## src/rtl/bin_to_bcd_iter.sv

```systemverilog
// Iterative double-dabble binary-to-BCD converter: one shift per clock, fixed BIN_W+2 cycle period.
// Define BIN_TO_BCD_ITER_SIGNED_EN to treat bin_in as two's complement (magnitude converted, sign on neg).

module bin_to_bcd_adj3 (
    input  logic [3:0] d,
    output logic [3:0] q
);
    assign q = (d >= 4'd5) ? d + 4'd3 : d;
endmodule

module bin_to_bcd_iter #(
    parameter int BIN_W  = 8,
    parameter int DIGITS = 3
) (
    input  logic                  clk,
    input  logic                  rst_n,
    input  logic                  start,
    input  logic [BIN_W-1:0]      bin_in,
    output logic                  busy,
    output logic                  done,
    output logic [4*DIGITS-1:0]   bcd_out,
    output logic                  ovf,
    output logic                  neg
);
    localparam int CW = $clog2(BIN_W + 1);

    typedef enum logic [1:0] {IDLE, SHIFT, DONE} state_t;

    state_t                 state_q, state_d;
    logic [CW-1:0]          cnt_q;
    logic [DIGITS-1:0][3:0] acc_q, acc_adj, acc_d;
    logic [BIN_W-1:0]       opnd_q, opnd_d, mag;
    logic                   ovf_q, sign_q, sign_in, carry, last, ovf_nxt;

`ifdef BIN_TO_BCD_ITER_SIGNED_EN
    assign sign_in = bin_in[BIN_W-1];
    assign mag     = sign_in ? (~bin_in) + BIN_W'(1) : bin_in;
`else
    assign sign_in = 1'b0;
    assign mag     = bin_in;
`endif

    for (genvar i = 0; i < DIGITS; i++) begin : g_dig
        bin_to_bcd_adj3 u_adj (.d(acc_q[i]), .q(acc_adj[i]));
    end

    // The bit leaving the top digit means the value no longer fits in DIGITS digits.
    assign {carry, acc_d, opnd_d} = {acc_adj, opnd_q, 1'b0};
    assign last    = (cnt_q == CW'(1));
    assign ovf_nxt = ovf_q | carry;
    assign busy    = (state_q != IDLE);

    always_ff @(posedge clk or negedge rst_n) begin
        if (!rst_n) state_q <= IDLE;
        else        state_q <= state_d;
    end

    always_comb begin
        state_d = state_q;
        case (state_q)
            IDLE:    if (start) state_d = SHIFT;
            SHIFT:   if (last)  state_d = DONE;
            DONE:    state_d = IDLE;
            default: state_d = IDLE;
        endcase
    end

    // Results are registered on the final shift edge so they are valid for the whole DONE cycle.
    always_ff @(posedge clk or negedge rst_n) begin
        if (!rst_n) begin
            cnt_q   <= '0;
            acc_q   <= '0;
            opnd_q  <= '0;
            ovf_q   <= 1'b0;
            sign_q  <= 1'b0;
            done    <= 1'b0;
            bcd_out <= '0;
            ovf     <= 1'b0;
            neg     <= 1'b0;
        end else begin
            done <= 1'b0;
            if (state_q == IDLE && start) begin
                acc_q  <= '0;
                opnd_q <= mag;
                ovf_q  <= 1'b0;
                sign_q <= sign_in;
                cnt_q  <= CW'(BIN_W);
            end else if (state_q == SHIFT) begin
                acc_q  <= acc_d;
                opnd_q <= opnd_d;
                ovf_q  <= ovf_nxt;
                cnt_q  <= cnt_q - CW'(1);
                if (last) begin
                    done    <= 1'b1;
                    bcd_out <= ovf_nxt ? {DIGITS{4'h9}} : acc_d;
                    ovf     <= ovf_nxt;
                    neg     <= sign_q;
                end
            end
        end
    end
endmodule
```

## config.mk

```make
export PLATFORM = sky130hd
export DESIGN_NAME = bin_to_bcd_iter
export DESIGN_NICKNAME = d
export VERILOG_FILES = /design/src/rtl/bin_to_bcd_iter.sv
export SDC_FILE = /design/constraint.sdc
export NUM_CORES = 1
export LEC_CHECK = 0
export BUFFER_PORTS_ARGS = -buffer_cell sky130_fd_sc_hd__buf_2
export CAP_MARGIN = 20
export CORE_ASPECT_RATIO = 0.9
export CORE_UTILIZATION = 25
export DETAILED_ROUTE_END_ITERATION = 10
export GPL_TIMING_DRIVEN = 0
export SLEW_MARGIN = 20
export SYNTH_ARGS = -nofsm -noshare
export SYNTH_HDL_FRONTEND = slang
export SYNTH_SLANG_ARGS = --single-unit
```

## constraint.sdc

```tcl
create_clock -name clk -period 3.91 [get_ports clk]
set_input_delay 0.1955 -clock clk [delete_from_list [all_inputs] [get_ports clk]]
set_output_delay 0.1955 -clock clk [all_outputs]
set_load 0.1 [all_outputs]
```

Word-level counts from Yosys, hierarchy flattened
Index checks and enable logic that the tools add are counted.
- add/subtract/negate cells: 4
- magnitude comparators: 3
- eq/ne operators: 4
- multiplexer cells: 18
- bitwise logic cells: 2
- reductions and logical operators: 6
- operator list (operator ; number):
    2-to-1 mux 12 bit ; 3
    2-to-1 mux 4 bit ; 5
    2-to-1 mux 8 bit ; 2
    adder 4 x 2 -> 4 bit, second input constant ; 3
    >= comparator 4 x 3 -> 1 bit, second input constant ; 3
    2-to-1 mux 1 bit ; 5
    equality test 4 x 1 -> 1 bit, second input constant ; 1
    2-to-1 mux 2 bit ; 2
    != test 2 bit, second input constant ; 2
    case mux 2 bit (2 select lines) ; 1
    nonzero test 2 bit ; 2
    subtractor 4 x 1 -> 4 bit, second input constant ; 1
    AND reduction 3 bit ; 1
    equality test 2 x 1 -> 1 bit, second input constant ; 1
    zero test 2 bit ; 1
    AND reduction 2 bit ; 1
    logical AND 1 bit ; 1
    NOT 1 bit ; 1
    bitwise OR 1 bit ; 1
- register bits: 41
- input bits: 11
- logic and storage cells: 47

Logic depth before layout (Yosys ltp)
Gate-level depths: netlist of the first run.
- depth in word-level cells: 5
- depth in mapped cells: 8

Cells and area by module
Synthesis of the first run repeated with hierarchy kept, for this count alone.
- cells, all modules: 203
- area, all modules: 2030.7 µm²
- modules (own cells, without submodules) (module ; instances ; cells each ; area an instance (µm²) ; seq. area each (µm²)):
    bin_to_bcd_iter ; 1 ; 155 ; 1726.7 ; 1026.0
    bin_to_bcd_adj3 ; 3 ; 16 ; 101.3 ; 0.0

Worst setup path before layout of the first run
OpenSTA, ideal clock, no wires.
- path kind: register to register
- start: register acc_q[9] in the netlist's numbering
- end: register bcd_out[10]
- setup time: 0.103 ns
- arrival time: 1.549 ns
- required time: 3.807 ns
- setup slack: 2.257 ns
- stages on the path, launching flop included: 7
- buffers on the path: 0
- cells stage by stage: dfrtp_1 -> inv_1 -> ha_1 -> nand2b_1 -> nor3b_2 -> a211o_1 -> o41ai_2
- word-level cells in the longest chain between the ends: 4
- elaborated cells between the ends (all ways): 5
- RTL lines (what ; line ; source):
    start, declared ; 31 ; logic [DIGITS-1:0][3:0] acc_q, acc_adj, acc_d;
    start signal, assigned ; 72 ; acc_q <= '0;
    start signal, assigned ; 83 ; acc_q <= '0;
    start signal, assigned ; 89 ; acc_q <= acc_d;
    adder 4 x 2 -> 4 bit or >= comparator 4 x 3 -> 1 bit (tied branches) ; 8 ; assign q = (d >= 4'd5) ? d + 4'd3 : d;
    2-to-1 mux 4 bit (*) ; 8 ;
    bitwise OR 1 bit ; 50 ; assign ovf_nxt = ovf_q | carry;
    2-to-1 mux 12 bit (*) ; 95 ; bcd_out <= ovf_nxt ? {DIGITS{4'h9}} : acc_d;
    end signal, assigned ; 95 ;
    end, declared ; 21 ; output logic [4*DIGITS-1:0] bcd_out,
Every way passes the cells marked *; elsewhere a longest branch is shown, timed or not.
A chain may end at the register's enable or synchronous reset.

Worst setup path in the final report of the first run
- start: register acc_q[8] in the netlist's numbering
- end: register bcd_out[3]
- word-level cells in the longest chain between the ends: 4
- elaborated cells between the ends (all ways): 5
- RTL lines (what ; line):
    adder 4 x 2 -> 4 bit or >= comparator 4 x 3 -> 1 bit (tied branches) ; 8
    2-to-1 mux 4 bit (*) ; 8
    bitwise OR 1 bit (*) ; 50
    2-to-1 mux 12 bit (*) ; 95
Marks and branches as above.

==> reports/qor.txt, run 1 <==
CRITICAL PATH
------------------------------------------------------------------------------------------
Endpoint type of the worst setup path                                                 flop
Cell chain of the critical path                                               inv_1, ha_1, nand2b_1, nor3b_2, a211oi_2, a31oi_1
Critical path capture point                                                   bcd_out[3]$_DFFE_PN0P_
Worst Path Required                                                                4070 ps
Largest driver fanout on the critical path                                               8
Worst path max stage delay                                                          580 ps
Source of the worst register-to-register timing path                          acc_q[8]$_DFFE_PN0P_
Slowest cell on crit path                                                         a211oi_2
Critical path type                                                              reg -> reg
Type of element launching the critical path                                           flop
Arrival time at the worst endpoint                                                 2090 ps
Number of logic stages on the critical path including buffering                          6
Worst setup path start                                                        acc_q[8]$_DFFE_PN0P_
Kind of cell adding the most delay to the critical path                       compound AO/OA/AOI/OAI gates
Worst flop-to-flop path endpoint                                              bcd_out[3]$_DFFE_PN0P_
Number of buffers and inverters on the critical path                                     1
Cell count of the worst reg-to-reg path                                                  6
Setup slack of the most critical reg-to-reg path                                   1970 ps

CELLS AND AREA
------------------------------------------------------------------------------------------
Commonest cells after routing, fill and taps aside                            dfrtp_1, buf_2, nand2_1, o21ai_1, a21oi_1
Commonest non-fill, non-tap cell in the layout                                     dfrtp_1
Area added between synthesis and finish                                             18.18%
Ratio of cells with drive above 1 in the final layout                               0.2009
Layout net count                                                                       247
Number of inserted diodes                                                                0
FILL cells                                                                             783

STA
------------------------------------------------------------------------------------------
Max-slew violation count                                                                 0
Max-slew headroom at the worst pin                                                  0.3734
Finish-stage setup viols                                                                 0
Slew at the pin closest to its max-slew limit                                     939.9 ps
Final period demand of the worst path                                              1936 ps
Worst clock skew on the final layout                                              13.76 ps
Total Negative Setup Slacks                                                           0 ps
Final period util                                                                   0.4952
Number of hold violations in the final report                                            0
Highest clock rate                                                              0.5165 GHz
Setup repair after global routing missed its margin                                     no

ROUTING
------------------------------------------------------------------------------------------
Via density per instance                                                             4.578
Highest metal layer used by the detailed router                                       met4
Count of antenna-violating nets left after detailed routing                              0
WL/cell                                                                           13.70 µm
Wire length reported by the detailed router                                       4.454 mm
Final routed DRC violation total                                                         0
Routed wl met2                                                                    2.126 mm
Detail Route met3 WL                                                                 89 µm
Routed met1 length                                                                2.182 mm
Total vias in the final route                                                        1,488
First DRT Iteration DRCs                                                                91
Router iterations before antenna repair                                                  4

GLOBAL ROUTE
------------------------------------------------------------------------------------------
Pin count of the biggest net entering global routing                                    42
Total congestion overflow                                                                0
Combined global-route utilization of all metal layers                               0.1210
Antenna violations before repair                                                         0
Number of global-route vias before repair                                            1,623
Wire length of the first global-routing pass                                      7.617 mm

CLOCK NETWORK
------------------------------------------------------------------------------------------
Clock Tree Buf Depth                                                                     2
TritonCTS clock tree                                                                  done
Clock buffers created by TritonCTS                                                       5
Clk slew on worst S/H paths                                                          90 ps
# resized after CTS                                                                      0
Cts hold-fix bufs                                                                        0
CTS Root Cell                                                                     clkbuf_8
Post-CTS setup buffers                                                                   0
Number of sinks on the clock net                                                        41
Insertion delay to the later sink of the worst-skew pair                            300 ps
Number of H-tree levels                                                                  2

SYNTH
------------------------------------------------------------------------------------------
Number of cells produced by synthesis                                                  196
XOR/XNOR Fraction of Synth Area                                                    0.01326
Avg Inst Size Synth                                                              10.11 µm²
Yosys warns                                                                              0
Compound-Gate Fraction of Synth Area                                                0.2159
Share of synthesized cell area in full adder, half adder and majority cells        0.05051
Synth Register Bits                                                                     41
Proportion of synthesized area in mux cells                                        0.01010
Part of the Yosys area used for sequential elements                                 0.5177
Post-synthesis instance area                                                  0.001982 mm²
Combinational family with the most area after synthesis                       compound AO/OA/AOI/OAI gates
Simple-gate area share of the yosys netlist                                         0.1515
Synth cell types                                                                        40
Post-synthesis net count                                                               215

FLOORPLANNING
------------------------------------------------------------------------------------------
Y dimension of the die                                                            86.47 µm
Effective utilization at floorplan                                                  0.2601
# IOs                                                                                   27
Core Footprint                                                                0.007620 mm²
Die footprint                                                                 0.008289 mm²
Die Wd                                                                            95.86 µm
FP Rows                                                                                 30

PLACED DESIGN
------------------------------------------------------------------------------------------
Buffers on Ports                                                                        25
HPWL after DPL                                                                    3.187 mm
RePlAce Congestion                                                                  0.7669

RUN STATUS
------------------------------------------------------------------------------------------
Status                                                                        complete, no violations

WORST HOLD PATH
------------------------------------------------------------------------------------------
Hold Crit Class                                                                in -> async

RUN
------------------------------------------------------------------------------------------
Max-cap viol count                                                                       0

stage by stage:
step | hold WS [ps] | utilization | instance area [µm²] | cells | setup WS [ps]
after detailed placement | 390.5 | 0.2923 | 2227 | 317 | 2034
after floorplan | -100.1 | - | 1982 | 196 | 2257
after global placement | 386.3 | 0.2923 | 2227 | 317 | 2069
after global routing | 114.5 | 0.3074 | 2342 | 325 | 1835
after CTS | 61.67 | 0.3074 | 2342 | 325 | 2001
final | 45.98 | 0.3074 | 2342 | 325 | 1974
flip-flops by register name, summed over array words and instances, names as in the netlist:
register	cells
acc_q	12
bcd_out	12
cnt_q	4
done	1
opnd_q	8
ovf	1
ovf_q	1
state_q	2
worst min path at each step:
stage                             to  slack (ps)
2_1_floorplan   acc_q[0]$_DFFE_PN0P_        -100
3_3_place_gp   opnd_q[3]$_DFFE_PN0P_         390
3_5_place_dp   opnd_q[2]$_DFFE_PN0P_         390
4_1_cts         cnt_q[0]$_DFFE_PN0P_          60
5_1_grt         cnt_q[0]$_DFFE_PN0P_         110
6_report        cnt_q[2]$_DFFE_PN0P_          50
routing by layer:
layer	global-route usage	vias to the layer above
li1	-	745
met1	0.1594	722
met2	0.1968	17
met3	0.02632	4
met4	0.04071	0
met5	0	-
layout make-up:
class / count / area [µm²] / share of cell area
plain buffers: 8 / 36.28 / 0.01549
multi-input cells: 136 / 878.3 / 0.3750
clock inverters: 3 / 46.29 / 0.01976
inverters: 11 / 41.29 / 0.01763
well taps: 96 / 120.1 / 0.05128
flip-flops and latches: 41 / 1026 / 0.4380
clock buffers: 5 / 68.82 / 0.02938
repair buffers: 25 / 125.1 / 0.05342
cell families after synthesis:
group / Yosys count
AOI/OAI and AO/OA: 64
and+or+nand+nor: 58
DFF: 41
buffers and inverters: 19
adders and majority gates: 8
xor gates and xnor gates: 3
muxes: 2
other: 1
Yosys cell counts:
master    number  area, µm²
dfrtp_1       41       1026
nand2_1       25      93.84
o21ai_1       21      105.1
a21oi_1       12      60.06
inv_1          9      33.78
ha_1           8      100.1
nor2_1         8      30.03
a22oi_1        7      52.55
nor2b_1        6      37.54
a31oi_1        5      31.28
nor3b_1        5      37.54
o31ai_1        5      37.54
clkbuf_1       4      15.01
nand2b_1       4      25.02
xnor2_1        3      26.28
a22o_1         2      17.52
and2_1         2      12.51
buf_2          2      10.01
inv_2          2      7.510
mux2i_1        2      20.02
nor3b_2        2      25.02
o21ai_0        2      10.01
o41ai_2        2      32.53
a211o_1        1      8.760
a211oi_2       1      12.51
a21bo_2        1      10.01
a21o_1         1      7.510
a31o_1         1      8.760
a32o_1         1      10.01
and2_0         1      6.260
and2b_1        1      7.510
buf_1          1      3.750
buf_4          1      7.510
conb_1         1      3.750
nand2_2        1      6.260
nand3b_1       1      7.510
nor3_1         1      5.000
o21ai_4        1      16.27
o21bai_1       1      7.510
or2_1          1      6.260
Power of run 1 is left out: the tool's default activity adds up to more than one toggle a clock period on the data nets, which glitch-free logic cannot reach.
==> run 2: changes to the inputs <==
clock period = 2 ns   (was 3.91 ns; I/O delays follow)
==> reports/qor.txt, run 2 (same netlist as run 1, synthesis figures left out) <==
CRITICAL PATH
--------------------------------------------------------------------------
Worst path max stage delay                                          470 ps   -110 ps
Cell chain of the critical path                               inv_1, ha_1, nand2b_1, nor3b_2, a211o_2, o41ai_2
Number of buffers and inverters on the critical path                     1   unchanged
Largest driver fanout on the critical path                               5   -3
Arrival time at the worst endpoint                                 2070 ps   -20 ps
Type of element launching the critical path                           flop
Endpoint type of the worst setup path                                 flop
Slowest cell on crit path                                          dfrtp_1
Worst Path Required                                                2190 ps   -1880 ps
Critical path type                                              reg -> reg
Kind of cell adding the most delay to the critical path       compound AO/OA/AOI/OAI gates

CLOCK NETWORK
--------------------------------------------------------------------------
CTS Root Cell                                                     clkbuf_8
Number of sinks on the clock net                                        41   unchanged
TritonCTS clock tree                                                  done
Insertion delay to the later sink of the worst-skew pair            300 ps   about the same
Post-CTS setup buffers                                                   0   unchanged
Number of H-tree levels                                                  2   unchanged
Clock buffers created by TritonCTS                                       5   unchanged
Clock Tree Buf Depth                                                     2   unchanged
Clk slew on worst S/H paths                                          80 ps   about the same

WORST HOLD PATH
--------------------------------------------------------------------------
Hold Crit Class                                                  in -> reg

PLACED DESIGN
--------------------------------------------------------------------------
Buffers on Ports                                                        25   unchanged
RePlAce Congestion                                                  0.7669   unchanged
HPWL after DPL                                                    3.187 mm   unchanged

ROUTING
--------------------------------------------------------------------------
WL/cell                                                           13.67 µm   -0.24%
Count of antenna-violating nets left after detailed routing              0   unchanged
Via density per instance                                             4.601   +0.50%
Wire length reported by the detailed router                       4.457 mm   about the same
Final routed DRC violation total                                         0   unchanged
Routed wl met2                                                    2.164 mm   +1.8%
Router iterations before antenna repair                                  4   unchanged
First DRT Iteration DRCs                                                90   -1.1%
Detail Route met3 WL                                                126 µm   +42%
Total vias in the final route                                        1,500   +0.81%
Routed met1 length                                                2.137 mm   -2.1%
Highest metal layer used by the detailed router                       met4

STA
--------------------------------------------------------------------------
Final period demand of the worst path                              1884 ps   -52.32 ps
Finish-stage setup viols                                                 0   unchanged
Setup repair after global routing missed its margin                     no
Total Negative Setup Slacks                                           0 ps   unchanged
Highest clock rate                                              0.5308 GHz   +2.8%
Number of hold violations in the final report                            0   unchanged
Final period util                                                   0.9419   +0.4467
Max-slew violation count                                                 0   unchanged
Worst clock skew on the final layout                              13.81 ps   +0.04900 ps
Max-slew headroom at the worst pin                                  0.3674   -0.005979
Slew at the pin closest to its max-slew limit                     948.9 ps   +8.970 ps

FLOORPLANNING
--------------------------------------------------------------------------
FP Rows                                                                 30   unchanged
Effective utilization at floorplan                                  0.2601   unchanged
Y dimension of the die                                            86.47 µm   unchanged
Die footprint                                                 0.008289 mm²   unchanged
# IOs                                                                   27   unchanged
Core Footprint                                                0.007620 mm²   unchanged
Die Wd                                                            95.86 µm   unchanged

GLOBAL ROUTE
--------------------------------------------------------------------------
Antenna violations before repair                                         0   unchanged
Pin count of the biggest net entering global routing                    42   unchanged
Combined global-route utilization of all metal layers               0.1214   +0.0003717
Total congestion overflow                                                0   unchanged
Wire length of the first global-routing pass                      7.645 mm   +0.37%
Number of global-route vias before repair                            1,628   +0.31%

CELLS AND AREA
--------------------------------------------------------------------------
Number of inserted diodes                                                0   unchanged
Ratio of cells with drive above 1 in the final layout               0.2043   +0.003474
Commonest cells after routing, fill and taps aside            dfrtp_1, buf_2, nand2_1, o21ai_1, a21oi_1
FILL cells                                                             780   -0.38%
Biggest registers after layout                                acc_q (12), bcd_out (12), opnd_q (8)
Layout net count                                                       248   +0.40%
Area added between synthesis and finish                             19.13%
Commonest non-fill, non-tap cell in the layout                     dfrtp_1

RUN STATUS
--------------------------------------------------------------------------
Status                                                        complete, no violations

RUN
--------------------------------------------------------------------------
Max-cap viol count                                                       0   unchanged

-- run 2: changes by cell type in the layout (fill, tap and decap cells not counted) --
| cell | previous run | this run |
|---|---|---|
| a211o_1 | 1 | 0 |
| a211o_2 | 0 | 1 |
| a211oi_2 | 1 | 0 |
| a211oi_4 | 0 | 1 |
| dlygate4sd3_1 | 0 | 1 |
-- run 2: timing repair --
action	in CTS	in global routing
endpoints found under the setup margin	0	7
resized for setup	0	2
hold buffers	1	0
hold endpoints to repair	41	0
-- run 2: area by class of cell --
type                            instances  area, µm²  area share
Timing Repair Buffer                   26      135.1     0.05723
Tap cell                               96      120.1     0.05087
Sequential cell                        41       1026      0.4346
Inverter                               11      41.29     0.01749
Buffer                                  8      36.28     0.01537
Clock inverter                          3      46.29     0.01961
Clock buffer                            5      68.82     0.02915
Multi-Input combinational cell        136      887.1      0.3757
-- run 2: per-layer routing --
layer / vias to the layer above / global-route usage
met5: - / 0
met2: 29 / 0.1974
met4: 0 / 0.04071
li1: 745 / -
met1: 722 / 0.1599
met3: 4 / 0.02632
-- run 2: metrics by stage --
step / hold slack, ps / util / std cells / setup WS, ps / cell area (µm²)
after detailed placement: 295.0 / 0.2923 / 317 / 123.5 / 2227
after floorplan: -195.6 / - / 196 / 347.2 / 1982
after global placement: 290.8 / 0.2923 / 317 / 158.8 / 2227
after CTS: 74.09 / 0.3087 / 326 / 90.57 / 2352
after global routing: 86.21 / 0.3099 / 326 / 5.287 / 2361
final: 74.01 / 0.3099 / 326 / 116.2 / 2361
-- run 2: worst register-to-register path, cell delays in order (launching register included) --
cell      delay [ps]
dfrtp_1          470
inv_1            120
ha_1             200
nand2b_1          80
nor3b_2          190
a211o_2          390
o41ai_2          330
-- run 2: final timing paths --
path	start	endpoint	slack [ps]	cells past startpoint
worst min register to register	bcd_out[6]$_DFFE_PN0P_	bcd_out[6]$_DFFE_PN0P_	480	2
worst max register to register	acc_q[8]$_DFFE_PN0P_	bcd_out[10]$_DFFE_PN0P_	120	6
max in group asynchronous	rst_n	cnt_q[1]$_DFFE_PN0P_	910	2
min in group asynchronous	rst_n	bcd_out[11]$_DFFE_PN0P_	500	2
worst max-delay path	acc_q[8]$_DFFE_PN0P_	bcd_out[10]$_DFFE_PN0P_	120	6
worst min-delay path	bin_in[0]	opnd_q[0]$_DFFE_PN0P_	70	2
Power of run 2 is left out for the same reason.
